<file path="config.mk">
export PLATFORM = sky130hd
export DESIGN_NAME = shift_rr_arbiter
export DESIGN_NICKNAME = d
export VERILOG_FILES = /design/src/rtl/shift_rr_arbiter.sv
export SDC_FILE = /design/constraint.sdc
export NUM_CORES = 1
export LEC_CHECK = 0
export CAP_MARGIN = 10
export CORE_AREA = 2 2 86 88
export DETAILED_ROUTE_END_ITERATION = 8
export DIE_AREA = 0 0 88 90
export SLEW_MARGIN = 20
export SYNTH_ARGS = -nofsm -noshare
export SYNTH_HDL_FRONTEND = slang
export SYNTH_SLANG_ARGS = --single-unit
export TNS_END_PERCENT = 50
</file>
<file path="constraint.sdc">
create_clock -name clk -period 2.25 [get_ports clk]
set_input_delay 0.225 -clock clk [delete_from_list [all_inputs] [get_ports clk]]
set_output_delay 0.225 -clock clk [all_outputs]
set_load 0.02 [all_outputs]
</file>
<file path="src/rtl/shift_rr_arbiter.sv">
// Four-way round-robin arbiter that shares one 8-bit rotating shifter.
// Each winner's operands are latched at grant. The result is registered and tagged with the winner's index.

module shift_rr_rotator #(
   parameter int DW = 8,
   parameter int AW = 3
) (
   input  logic [DW-1:0] a_i,
   input  logic [AW-1:0] amt_i,
   input  logic          dir_i,
   output logic [DW-1:0] y_o
);
   // DW is 2**AW, so the AW-bit index arithmetic wraps mod DW.
   for (genvar k = 0; k < DW; k++) begin : g_bit
      logic [AW-1:0] src;
      assign src    = dir_i ? (AW'(k) + amt_i) : (AW'(k) - amt_i);
      assign y_o[k] = a_i[src];
   end
endmodule

module shift_rr_arbiter #(
   parameter int DW = 8,
   parameter int AW = 3
) (
   input  logic          clk,
   input  logic          reset,
   input  logic [3:0]    req,
   input  logic [4*DW-1:0] a_bus,
   input  logic [4*AW-1:0] amt_bus,
   input  logic [3:0]    dir,
   output logic [3:0]    grant,
   output logic          busy,
   output logic [DW-1:0] y,
   output logic          y_valid,
   output logic [1:0]    y_id
);
   typedef enum logic {IDLE, EXEC} state_t;

   state_t        state_q, state_d;
   logic [1:0]    ptr_q, ptr_d;
   logic [DW-1:0] a_q, a_d;
   logic [AW-1:0] amt_q, amt_d;
   logic          dir_q, dir_d;
   logic [1:0]    id_q, id_d;
   logic [3:0]    grant_q, grant_d;
   logic          busy_q, busy_d;
   logic [DW-1:0] y_q, y_d;
   logic          y_valid_q, y_valid_d;
   logic [1:0]    y_id_q, y_id_d;

   logic [DW-1:0] a_arr   [4];
   logic [AW-1:0] amt_arr [4];
   logic [1:0]    win, idx;
   logic          found;
   logic [DW-1:0] rot;

   for (genvar i = 0; i < 4; i++) begin : g_unpack
      assign a_arr[i]   = a_bus[i*DW +: DW];
      assign amt_arr[i] = amt_bus[i*AW +: AW];
   end

   // Search starts at ptr and takes the first requester set at or after it.
   always_comb begin
      win   = ptr_q;
      idx   = '0;
      found = 1'b0;
      for (int i = 0; i < 4; i++) begin
         idx = ptr_q + 2'(i);
         if (!found && req[idx]) begin
            win   = idx;
            found = 1'b1;
         end
      end
   end

   shift_rr_rotator #(.DW(DW), .AW(AW)) u_rot (
      .a_i   (a_q),
      .amt_i (amt_q),
      .dir_i (dir_q),
      .y_o   (rot)
   );

   always_comb begin
      state_d   = state_q;
      ptr_d     = ptr_q;
      a_d       = a_q;
      amt_d     = amt_q;
      dir_d     = dir_q;
      id_d      = id_q;
      grant_d   = 4'b0000;
      busy_d    = 1'b0;
      y_d       = y_q;
      y_valid_d = 1'b0;
      y_id_d    = y_id_q;
      case (state_q)
         IDLE: begin
            if (found) begin
               a_d     = a_arr[win];
               amt_d   = amt_arr[win];
               dir_d   = dir[win];
               id_d    = win;
               grant_d = 4'b0001 << win;
               ptr_d   = win + 2'd1;
               busy_d  = 1'b1;
               state_d = EXEC;
            end
         end
         EXEC: begin
            y_d       = rot;
            y_id_d    = id_q;
            y_valid_d = 1'b1;
            state_d   = IDLE;
         end
         default: state_d = IDLE;
      endcase
   end

   always_ff @(posedge clk or posedge reset) begin
      if (reset) begin
         state_q   <= IDLE;
         ptr_q     <= '0;
         a_q       <= '0;
         amt_q     <= '0;
         dir_q     <= 1'b0;
         id_q      <= '0;
         grant_q   <= '0;
         busy_q    <= 1'b0;
         y_q       <= '0;
         y_valid_q <= 1'b0;
         y_id_q    <= '0;
      end else begin
         state_q   <= state_d;
         ptr_q     <= ptr_d;
         a_q       <= a_d;
         amt_q     <= amt_d;
         dir_q     <= dir_d;
         id_q      <= id_d;
         grant_q   <= grant_d;
         busy_q    <= busy_d;
         y_q       <= y_d;
         y_valid_q <= y_valid_d;
         y_id_q    <= y_id_d;
      end
   end

   assign grant   = grant_q;
   assign busy    = busy_q;
   assign y       = y_q;
   assign y_valid = y_valid_q;
   assign y_id    = y_id_q;
endmodule

</file>
== Yosys cells after proc, flatten, opt, wreduce, memory -nomap -nowiden ==
Cells that the tools add are included.
Word-level totals
  bits in registers: 33
  input bits: 54
  output and inout bits: 16
  logic and storage cells: 107
Operators by class
  $add $sub $neg: 19
  magnitude comparators: 14
  shift operators: 1
  mux-type cells: 53
  bitwise logic cells: 2
  reduce and logical (&&, ||, !) cells: 7
Operators with widths (number)
  < comparator 3 x 4 -> 1 bit (second input constant): 8
  2-to-1 mux 3 bit: 10
  binary-select mux 1 bit (select 3 bit): 8
  2-to-1 mux 1 bit: 20
  binary-select mux 8 bit (select 2 bit): 1
  2-to-1 mux 8 bit: 2
  < comparator 2 x 3 -> 1 bit (second input constant): 5
  adder 3 bit (first input constant): 4
  subtractor 3 bit (first input constant): 4
  binary-select mux 1 bit (select 2 bit): 5
  2-to-1 mux 4 bit: 2
  adder 2 x 3 -> 3 bit (first input constant): 2
  binary-select mux 3 bit (select 2 bit): 1
  2-to-1 mux 2 bit: 3
  subtractor 1 x 3 -> 3 bit (first input constant): 2
  subtractor 2 x 3 -> 3 bit (first input constant): 2
  adder 2 x 1 -> 2 bit (second input constant): 2
  adder 2 bit (second input constant): 2
  left shift 1 x 2 -> 4 bit (first input constant): 1
  adder 1 x 3 -> 3 bit (first input constant): 1
  greater-or-equal comparator 3 bit (second input constant): 1
  logical AND 1 bit: 3
  zero test 1 bit: 3
  NOT 2 -> 3 bit: 1
  other kinds (3): 3

== Longest topological paths before layout ==
  depth in word-level cells: 16
  depth in mapped cells: 7

== Modules after synthesis ==
From an unflattened synthesis, not the netlist that was laid out.
Second synthesis, totals
  cells, all modules: 200
  area total of the unflattened synthesis: 2154.6 µm²
Modules (own cells, without submodules)
  shift_rr_arbiter: times used 1, cells each 145, area an instance 1722.9 µm², sequential area each 800.8 µm²
  shift_rr_rotator: times used 1, cells each 55, area an instance 431.7 µm², sequential area each 0.0 µm²

== Worst setup path before layout ==
Ideal clock, no wire load.
  kind: flip-flop to flip-flop
  start point: reg ptr_q[1]
  end point: reg a_q[0]
  library setup time: 126 ps
  arrival: 1907 ps
  data required time: 2124 ps
  path slack: 217 ps
  stages on the path, launching flop included: 7
  buffers on the path: 1
  path through: dfrtp_1 -> nor2b_1 -> a2111o_2 -> nand2_2 -> buf_6 -> mux2_4 -> a221o_1
On the way
  word-level cells in the longest chain between the ends: 16
  elaborated cells on any way between the ends: 29
  classes of those cells: 3 x add/sub; 18 x mux; 1 x bitwise; 7 x reduce/logical
Ends and longest elaborated chain
  start: declaration: line 40  | logic [1:0] ptr_q, ptr_d;
  start signal: assignment: line 133  | ptr_q <= ptr_d;
  branches (longest 16 deep; another with adder 2 x 1 -> 2 bit)
  end signal: assignment: line 122  | a_q <= '0;
  end signal: assignment: line 134  | a_q <= a_d;
  end: declaration: line 41  | logic [DW-1:0] a_q, a_d;
Parallel ways; which one is timed is not known. The select of a mux whose other input is x is not followed.
A chain may end at the register's enable or synchronous reset.

== Worst setup path in the final report ==
  start point: reg ptr_q[1]
  end point: reg a_q[1]
The elaborated chain is that of the path after synthesis.

==> impl_metrics.json <==
{
  "status": "completed",
  "syn_avg_cell_area_um2": 10.57,
  "path_cells": "nor2b_1 -> a2111o_2 -> nand2_2 -> buf_12 -> mux2_2 -> a221o_1",
  "firstDrtPassIters": 4,
  "netlist_area_um2": 2018,
  "power.leakage_uw": 0.001263,
  "crit_cells": 6,
  "cpPeakStageDelay_ps": 480,
  "seqCellArea_um2": 800.8,
  "antenna_cells": 0,
  "numCtsBuffers": 5,
  "synthFlopType": "dfrtp_1",
  "seqPwrFrac_pct": 27.2,
  "fillers": 696,
  "setup_violations": 0,
  "portBuffers": 69,
  "ys_ff_latch": 32,
  "area_growth_pct": 50.84,
  "fin_util_pct": 43.36,
  "path_clk_slew_ps": 70,
  "grt_pass1_wl_um": 8162,
  "pre_cts_slack_ps": -52.77,
  "synth_seq_area_share_pct": 39.68,
  "crit_path_start_kind": "flip-flop",
  "combPwrFrac_pct": 59.2,
  "place.gp.congestion": 0.8112,
  "ys_warn_count": 0,
  "cts_tree": "built",
  "drive_gt1_share_pct": 18.68,
  "synth_edf_count": 0,
  "final_common_cell": "clkdlybuf4s50_1",
  "hold_viol_final": 0,
  "grt_pass1_vias": 1724,
  "rsz0062_at_grt": "false",
  "crit_path_end_kind": "flip-flop",
  "pin_count": 70,
  "die_x_um": 88,
  "htreeDepth": 2,
  "maxCapViolCount": 0,
  "num_vias": 1769,
  "hold_ws_ps": 322.9,
  "totalNegativeSetupSlack_ps": 0,
  "clockRootBuffer": "clkbuf_8",
  "core_um2": 7020,
  "clkLatencyLatePin_ps": 280,
  "rows": 31,
  "cts_max_path_buffers": 2,
  "start_util_pct": 28.75,
  "critPathBufInv": 1,
  "worstPathArrival_ps": 2280,
  "nNetsFinal": 328,
  "synth_top_family_by_area": "multiplexers",
  "p_switching_uw": 1489,
  "antenna_found_initial": 0,
  "synthSimpleGateAreaFrac_pct": 10.54,
  "synth_fa_ha_area_share_pct": 1.240,
  "max_freq_mhz": 474.1,
  "synthXorXnorAreaFrac_pct": 2.170,
  "synthMuxAreaShare_pct": 22.94,
  "crit_slowest_cell": "a2111o_2",
  "hold_path_class": "in -> async",
  "tightest_slew_ps": 416.3,
  "grt_overflow": 0,
  "die_area_um2": 7920,
  "die-height_um": 90,
  "mostFrequentLayoutCells": "69 x clkdlybuf4s50_1, 32 x dfrtp_1, 21 x a21oi_1",
  "grt_max_degree": 33,
  "synth.distinct_cells": 37,
  "async_flop_share_pct": 100.0,
  "ir_worst_vdd_uv": 346.7,
  "finalPower_uw": 3931,
  "worstSetupPathType": "reg -> reg",
  "wl_um": 4881,
  "synthesis.nets": 247,
  "post-route-min-period_ps": 2109,
  "maxSlewViolCount": 0,
  "grt_use_total_pct": 12.95,
  "critical_path_peak_fanout": 10,
  "dp_hpwl_um": 3874,
  "clkPwrFrac_pct": 13.6,
  "drtIter0Drc": 86,
  "p_int_uw": 2442,
  "switching_share_pct": 37.87,
  "synth_compound_gate_area_share_pct": 19.09,
  "skew_ps": 5.686,
  "cts.sink_count": 32,
  "finalCritPeriodShare_pct": 93.74,
  "multiInputGateArea_um2": 1131,
  "ff2ff_path_depth": 6,
  "synthCells": 191,
  "drc_errors": 0,
  "post_drt_wl_per_cell_um": 13.12,
  "final_antenna_net_count": 0,
  "layout_setup_ws_ps": 140.9,
  "cp_top_family": "compound AO/OA/AOI/OAI gates",
  "critPathRequiredTime_ps": 2420,
  "maxSlewHeadroom_pct": 71.46,
  "vias_per_cell": 4.755,
  "p_per_area_nw_per_um2": 1291
}
-- logic make-up after synthesis --
| logic type | after synthesis |
|---|---|
| XOR/XNOR | 5 |
| adder cells (fa/ha/maj) | 2 |
| AND/OR/NAND/NOR | 44 |
| AO/OA/AOI/OAI | 57 |
| buffers and inverters | 19 |
| flip-flops | 32 |
| multiplexers | 32 |
-- worst paths after layout --
check	from	to	slack [ps]
setup / recovery	ptr_q[1]	a_q[1]	140
hold / removal	reset	grant[3]	320
setup reg to reg	ptr_q[1]	a_q[1]	140
hold reg to reg	id_q[1]	id_q[1]	480
max in group asynchronous	reset	y[2]	1630
min in group clk	id_q[1]	id_q[1]	480
-- power by group through the flow --
stage	Combinational [uW]	Clock, uW	Sequential, uW
2_1_floorplan	1500	0	1140
3_3_place_gp	2300	0	1080
3_5_place_dp	2330	0	1080
4_1_cts	2340	556	1070
5_1_grt	2540	581	1120
6_report	2330	535	1070
-- worst reg2reg max path, cell delays in order (launching register included) --
cell      delay (ps)
dfrtp_1          450
nor2b_1          180
a2111o_2         480
nand2_2          100
buf_12           140
mux2_2           330
a221o_1          310
-- synthesized netlist by cell type, types with 2 or more instances --
cell | instances | share of area (%)
mux4_2 | 8 | 8.9
a21oi_1 | 21 | 5.2
o21a_1 | 2 | 0.74
mux2_1 | 3 | 1.7
mux2_4 | 7 | 5.2
nor3_1 | 3 | 0.74
inv_1 | 2 | 0.37
nand3_1 | 11 | 2.7
clkbuf_1 | 8 | 1.5
nand2_1 | 2 | 0.37
a21o_1 | 2 | 0.74
nor2b_1 | 7 | 2.2
o21ai_0 | 10 | 2.5
o21ai_1 | 4 | 0.99
inv_2 | 2 | 0.37
ha_1 | 2 | 1.2
buf_2 | 4 | 0.99
a221o_1 | 11 | 5.5
xnor2_1 | 5 | 2.2
mux2i_1 | 11 | 5.5
nor2_1 | 17 | 3.2
mux2_2 | 3 | 1.7
dfrtp_1 | 32 | 40
-- flip-flops by register name, indices dropped and copies added, names as in the netlist --
name	count
a_q	8
y	8
grant	4
amt_q	3
id_q	2
ptr_q	2
y_id	2
busy	1
dir_q	1
y_valid	1
-- timing repair --
item                                    4_1_cts  5_1_grt
endpoints found under the setup margin        0        1
setup buffers                                 0        0
resized for setup                             0        1
hold buffers                                  0        0
-- cell type report --
| class | count | share of cell area [%] |
|---|---|---|
| well taps | 99 | 4.069 |
| clock buffers | 6 | 2.384 |
| inverters | 4 | 0.4932 |
| clock inverters | 2 | 1.151 |
| multi-input cells | 140 | 37.16 |
| repair buffers | 89 | 28.44 |
| flip-flops and latches | 32 | 26.30 |
-- metal layers --
layer | vias up | wire [um] | global-route usage (%)
met2 | 59 | 2256 | 19.82
met3 | 5 | 330 | 3.398
met1 | 826 | 2222 | 17.53
li1 | 879 | - | -
met5 | - | 0 | 0
met4 | 0 | 72 | 4.615
-- stage by stage --
step	area (um2)	std cells
finish	3044	372
global route	3044	372
CTS	3043	372
detailed placement	2935	364
global placement	2935	364
floorplan	2018	191
Power figures use the tool's default switching activity.
